File: config.mk
export PLATFORM = sky130hd
export DESIGN_NAME = mux_nx1_rr_flat
export DESIGN_NICKNAME = d
export VERILOG_FILES = /design/src/rtl/mux_nx1_rr_if.sv /design/src/rtl/mux_nx1_rr.sv /design/src/flat_wrapper.sv
export SDC_FILE = /design/constraint.sdc
export NUM_CORES = 1
export LEC_CHECK = 0
export BUFFER_PORTS_ARGS = -buffer_cell sky130_fd_sc_hd__buf_2
export CAP_MARGIN = 20
export CORE_ASPECT_RATIO = 1.4
export CORE_MARGIN = 4
export CORE_UTILIZATION = 58
export CTS_CLUSTER_DIAMETER = 150
export DETAILED_ROUTE_END_ITERATION = 8
export HOLD_SLACK_MARGIN = 0.1
export PLACE_DENSITY = 0.79
export RECOVER_POWER = 100
export SKIP_LAST_GASP = 1
export SLEW_MARGIN = 40
export SYNTH_ARGS = -nofsm -noshare
export SYNTH_HDL_FRONTEND = slang
export SYNTH_SLANG_ARGS = --single-unit
File: constraint.sdc
create_clock -name clk_2f -period 7.1 [get_ports clk_2f]
set_input_delay 0.355 -clock clk_2f [delete_from_list [all_inputs] [get_ports clk_2f]]
set_output_delay 0.355 -clock clk_2f [all_outputs]
set_load 0.05 [all_outputs]
File: src/rtl/mux_nx1_rr_if.sv
// Lane-side and merged-side signal bundle for mux_nx1_rr.
// master = traffic source/sink around the mux, slave = the mux itself.
interface mux_nx1_rr_if #(
  parameter int unsigned LANES = 4,
  parameter int unsigned WIDTH = 8
);
  localparam int unsigned LW = (LANES > 1) ? $clog2(LANES) : 1;

  logic [LANES*WIDTH-1:0] data_in;
  logic [LANES-1:0]       valid_in;
  logic                   clear_ovf;
  logic [WIDTH-1:0]       data_out;
  logic                   valid_out;
  logic [LW-1:0]          lane_out;
  logic [LANES-1:0]       full;
  logic [LANES-1:0]       overflow;

  modport master (
    output data_in, valid_in, clear_ovf,
    input  data_out, valid_out, lane_out, full, overflow
  );

  modport slave (
    input  data_in, valid_in, clear_ovf,
    output data_out, valid_out, lane_out, full, overflow
  );
endinterface

File: src/rtl/mux_nx1_rr.sv
// N-lane to 1 merging mux: per-lane FIFOs drained one byte per clk_2f by a round-robin pointer.
// Define MUX_SKIP_EMPTY_EN for work-conserving scheduling; default stalls on an empty lane.
module mux_nx1_rr #(
  parameter int unsigned LANES = 4,
  parameter int unsigned WIDTH = 8,
  parameter int unsigned DEPTH = 4
) (
  input logic         clk_2f,
  input logic         reset,
  mux_nx1_rr_if.slave bus
);
  localparam int unsigned LW = (LANES > 1) ? $clog2(LANES) : 1;
  localparam int unsigned PW = $clog2(DEPTH);
  localparam int unsigned CW = PW + 1;

  logic [WIDTH-1:0] mem_q    [LANES][DEPTH];
  logic [PW-1:0]    wr_ptr_q [LANES];
  logic [PW-1:0]    rd_ptr_q [LANES];
  logic [CW-1:0]    cnt_q    [LANES];
  logic [CW-1:0]    cnt_d    [LANES];

  logic [LW-1:0]    rr_q, rr_d, sel;
  logic             pop_any;
  logic [WIDTH-1:0] head;
  logic [LANES-1:0] pop, push, drop, full_w;

  logic [WIDTH-1:0] data_out_q;
  logic             valid_out_q;
  logic [LW-1:0]    lane_out_q;
  logic [LANES-1:0] ovf_q;

  // Scheduler: pick the lane to pop this cycle.
  always_comb begin
    sel     = rr_q;
    pop_any = 1'b0;
`ifdef MUX_SKIP_EMPTY_EN
    for (int unsigned k = 0; k < LANES; k++) begin
      logic [LW-1:0] cand;
      cand = LW'((32'(rr_q) + k) % LANES);
      if (!pop_any && (cnt_q[cand] != '0)) begin
        pop_any = 1'b1;
        sel     = cand;
      end
    end
`else
    pop_any = (cnt_q[rr_q] != '0);
`endif
    pop  = pop_any ? (LANES'(1) << sel) : '0;
    rr_d = rr_q;
    if (pop_any) rr_d = (sel == LW'(LANES - 1)) ? '0 : sel + LW'(1);
    head = mem_q[sel][rd_ptr_q[sel]];
  end

  // A full lane still accepts a write when it is popped in the same cycle.
  always_comb begin
    for (int unsigned i = 0; i < LANES; i++) begin
      full_w[i] = (cnt_q[i] == CW'(DEPTH));
      push[i]   = bus.valid_in[i] && (!full_w[i] || pop[i]);
      drop[i]   = bus.valid_in[i] && full_w[i] && !pop[i];
      cnt_d[i]  = cnt_q[i] + CW'(push[i]) - CW'(pop[i]);
    end
  end

  always_ff @(posedge clk_2f) begin
    if (reset) begin
      rr_q        <= '0;
      data_out_q  <= '0;
      valid_out_q <= 1'b0;
      lane_out_q  <= '0;
      ovf_q       <= '0;
      for (int unsigned i = 0; i < LANES; i++) begin
        wr_ptr_q[i] <= '0;
        rd_ptr_q[i] <= '0;
        cnt_q[i]    <= '0;
      end
    end else begin
      rr_q        <= rr_d;
      valid_out_q <= pop_any;
      if (pop_any) begin
        data_out_q <= head;
        lane_out_q <= sel;
      end
      // A drop in the same cycle as clear_ovf keeps its flag set.
      ovf_q <= (bus.clear_ovf ? '0 : ovf_q) | drop;
      for (int unsigned i = 0; i < LANES; i++) begin
        if (push[i]) wr_ptr_q[i] <= wr_ptr_q[i] + PW'(1);
        if (pop[i])  rd_ptr_q[i] <= rd_ptr_q[i] + PW'(1);
        cnt_q[i] <= cnt_d[i];
      end
    end
  end

  always_ff @(posedge clk_2f) begin
    for (int unsigned i = 0; i < LANES; i++) begin
      if (!reset && push[i]) mem_q[i][wr_ptr_q[i]] <= bus.data_in[i*WIDTH +: WIDTH];
    end
  end

  assign bus.data_out  = data_out_q;
  assign bus.valid_out = valid_out_q;
  assign bus.lane_out  = lane_out_q;
  assign bus.full      = full_w;
  assign bus.overflow  = ovf_q;
endmodule

File: src/flat_wrapper.sv
// flat-port wrapper written by rule: the top's interface ports become plain ports
module mux_nx1_rr_flat 
#(
  parameter int unsigned LANES = 4,
  parameter int unsigned WIDTH = 8,
  parameter int unsigned DEPTH = 4
)
  (clk_2f, reset, bus_data_in, bus_valid_in, bus_clear_ovf, bus_data_out, bus_valid_out, bus_lane_out, bus_full, bus_overflow);
  mux_nx1_rr_if #(.LANES(LANES), .WIDTH(WIDTH)) bus_i ();
  input logic clk_2f;
  input logic reset;
  input wire logic [$bits(bus_i.data_in)-1:0] bus_data_in;
  input wire logic [$bits(bus_i.valid_in)-1:0] bus_valid_in;
  input wire logic [$bits(bus_i.clear_ovf)-1:0] bus_clear_ovf;
  output wire logic [$bits(bus_i.data_out)-1:0] bus_data_out;
  output wire logic [$bits(bus_i.valid_out)-1:0] bus_valid_out;
  output wire logic [$bits(bus_i.lane_out)-1:0] bus_lane_out;
  output wire logic [$bits(bus_i.full)-1:0] bus_full;
  output wire logic [$bits(bus_i.overflow)-1:0] bus_overflow;
  assign bus_i.data_in = bus_data_in;
  assign bus_i.valid_in = bus_valid_in;
  assign bus_i.clear_ovf = bus_clear_ovf;
  assign bus_data_out = bus_i.data_out;
  assign bus_valid_out = bus_i.valid_out;
  assign bus_lane_out = bus_i.lane_out;
  assign bus_full = bus_i.full;
  assign bus_overflow = bus_i.overflow;
  mux_nx1_rr #(.LANES(LANES), .WIDTH(WIDTH), .DEPTH(DEPTH)) u_core (.clk_2f(clk_2f), .reset(reset), .bus(bus_i));
endmodule
==> impl_metrics.yaml <==
detailed_routing:
  drcViolationCount: 0
  routed_via_density: 6.158
  num_vias: 4138
  dr.pass1.iters: 5
  postRouteAntennaNets: 0
  drt_iter0_markers: 324
  wl_per_cell_um: 24.47
  drt-total-wl_um: 16450
power:
  p_per_area_nw_per_um2: 397.9
  p_leak_nw: 2.892
  ir_drop_uv: 286.2
  power_w: 0.003348
final_layout:
  final_cells: 672
  nets: 579
  syn2layout_area_growth_pct: 13.04
  layout-drive-gt1-share_pct: 14.75
  n_antenna_cell: 0
  final_area_sq_um: 8414
floorplanning:
  die_h_um: 142.0
  start_util_pct: 59.87
  die_w_um: 103.7
  dieArea_sq_um: 14740
  io_pins: 58
  core-area_sq_um: 12430
  row_count: 48
critical_path:
  critPathArrivalTime_ps: 4530
  crit_family: "buffers and inverters"
  path_buf_inv: 1
  crit_slowest_cell: "clkbuf_1"
  criticalPathCategory: "flip-flop to flip-flop"
  reg2reg_to: "u_core.bus.data_out[4]$_SDFFE_PP0N_"
  max_stage_delay_ps: 2060
  path_max_fanout: 34
  r2r_cells: 4
  cp.required_ps: 7420
  r2r_setup_slack_ps: 2890
  worstSetupPathDepth: 4
  critical_path.cell_chain: "clkbuf_1 -> mux4_2 -> or3_1 -> o221ai_1"
  cp-end-kind: "flip-flop"
  setup.worst_path.end: "u_core.bus.data_out[4]$_SDFFE_PP0N_"
  start_kind: "flip-flop"
timing:
  hold_violations: 0
  layout_min_cycle_time_ps: 4210
  drv_slew: 71
  setup_tns_ps: 0
  rsz0062_at_grt: "no"
  slew_headroom_pct: -91.16
  clock_skew_ps: 7.541
  setup_violations: 0
  fmax_mhz: 237.5
  tightest_slew_ps: 2867
  setup_slack_ps: 2890
  finalCritPeriodShare_pct: 59.30
yosys:
  synthTopCellsByCount: "edfxtp_1, mux4_2, dfxtp_1, inv_1, ha_1"
  yosys_warnings: 0
  synth-seq-area-share_pct: 66.43
  syn_avg_cell_area_sq_um: 16.99
  async_flop_share_pct: 0
  netlist_area_sq_um: 7443
  synthTopCellsByArea: "edfxtp_1, mux4_2, dfxtp_1"
  syn_nets: 508
  ys_ff_latch: 175
  syn_inst: 438
  yosysTopAreaCellShare_pct: 58.09
  synth.most_common_cell: "edfxtp_1"
  synth_edf_count: 144
  synth_top_area_cell: "edfxtp_1"
  ys.flop_type: "edfxtp_1"
  ys_types: 37
clocking:
  cts_tree: "built"
  clockBufferDepth: 2
  clk_pin_slew_worst_paths_ps: 70
  clkSinkCount: 175
  cts_buffers: 17
  hold_buffers: 0
  cts_setup_buffers: 0
  cts-root-buf: "clkbuf_16"
  htree_num_levels: 4
  insertion_delay_ps: 420
  cts-resized-gates: 0
min_path:
  hold_path.class: "input pin to flip-flop"
placement:
  routabilityCongestion: 0.7837
  io_buffers: 57
  hpwl_um: 10750
  dp_slack_ps: 4048
  post_dp_cell_area_sq_um: 7998
  dp.cells: 640
global_routing:
  overflow: 0
  grt_antenna_before_repair: 1
  grt.total_usage_pct: 23.63
  grt_max_degree: 53
  grt_pass1_vias: 4380
  grt_first_pass_wirelength_um: 25400
flow_run:
  cap_violations: 5
status:
  status: "finished, violations left"
  violations: "max-capacitance violations, max-slew violations"
[metal layers]
metal / wire (um) / up-vias / global-route usage [%]
li1: - / 1829 / -
met1: 5967 / 2089 / 27.82
met2: 8937 / 182 / 42.76
met3: 1088 / 36 / 5.356
met4: 440 / 2 / 8.754
met5: 13 / - / 0
[stage by stage]
stage | hold WS, ps | util, %
floorplan | 453.9 | -
global placement | 455.8 | 64.00
detailed placement | 448.9 | 64.33
CTS | 131.8 | 69.38
global route | 192.7 | 67.68
finish | 181.7 | 67.68
[power by group]
part | switching [W] | internal (W)
combinational | 0.000614 | 0.000423
sequential | 0.0000842 | 0.00125
clock | 0.000384 | 0.000598
total | 0.00108 | 0.00227
[placed cells by master, fill, tap and decap left out, drive strengths merged, types with 9 or more instances in the layout]
| master | synthesis | routed |
|---|---|---|
| mux4 | 36 | 36 |
| edfxtp | 144 | 144 |
| inv | 29 | 31 |
| ha | 27 | 27 |
| clkbuf | 9 | 82 |
| mux2i | 16 | 16 |
| nand2 | 9 | 9 |
| dfxtp | 31 | 31 |
| nand3b | 9 | 9 |
| nor3b | 17 | 17 |
| nor2 | 16 | 16 |
[registers in the layout (all words and copies together) (netlist names), named ones only]
register / cells
u_core.bus.lane_out: 2
u_core.wr_ptr_q: 8
u_core.cnt_q: 12
u_core.bus.valid_out: 1
u_core.bus.overflow: 4
u_core.bus.data_out: 8
u_core.rr_q: 2
u_core.rd_ptr_q: 8
u_core.mem_q: 128
[final cells by class]
class | count | area [sq um]
Inverter | 30 | 112.6
Tap cell | 150 | 187.7
Multi-Input combinational cell | 214 | 2261
Fill cell | 843 | 4018
Clock inverter | 14 | 188.9
Sequential cell | 175 | 4945
Clock buffer | 18 | 439.2
Timing Repair Buffer | 71 | 280.3
[how the worst min path moves through the flow]
stage,startpoint,end,slack [ps],cells after the start
2_1_floorplan,bus_data_in[0],u_core.mem_q[0][0]$_DFFE_PP_,450,0
3_3_place_gp,u_core.bus.lane_out[0]$_SDFFE_PP0N_,u_core.bus.lane_out[0]$_SDFFE_PP0N_,460,2
3_5_place_dp,u_core.bus.lane_out[0]$_SDFFE_PP0N_,u_core.bus.lane_out[0]$_SDFFE_PP0N_,450,2
5_1_grt,bus_data_in[3],u_core.mem_q[0][11]$_DFFE_PP_,190,1
4_1_cts,bus_data_in[14],u_core.mem_q[1][14]$_DFFE_PP_,130,1
6_report,bus_data_in[14],u_core.mem_q[1][22]$_DFFE_PP_,180,1
[cells by family after synthesis]
kind of cell / after synthesis / synth area share (%)
flip-flops: 175 / 66.43
AND/OR/NAND/NOR: 94 / 7.732
multiplexers: 52 / 13.04
buffers and inverters: 49 / 2.740
adder cells (fa/ha/maj): 31 / 5.614
AO/OA/AOI/OAI: 24 / 2.908
XOR/XNOR: 13 / 1.530
No activity file was read; power rests on OpenSTA's default activity.
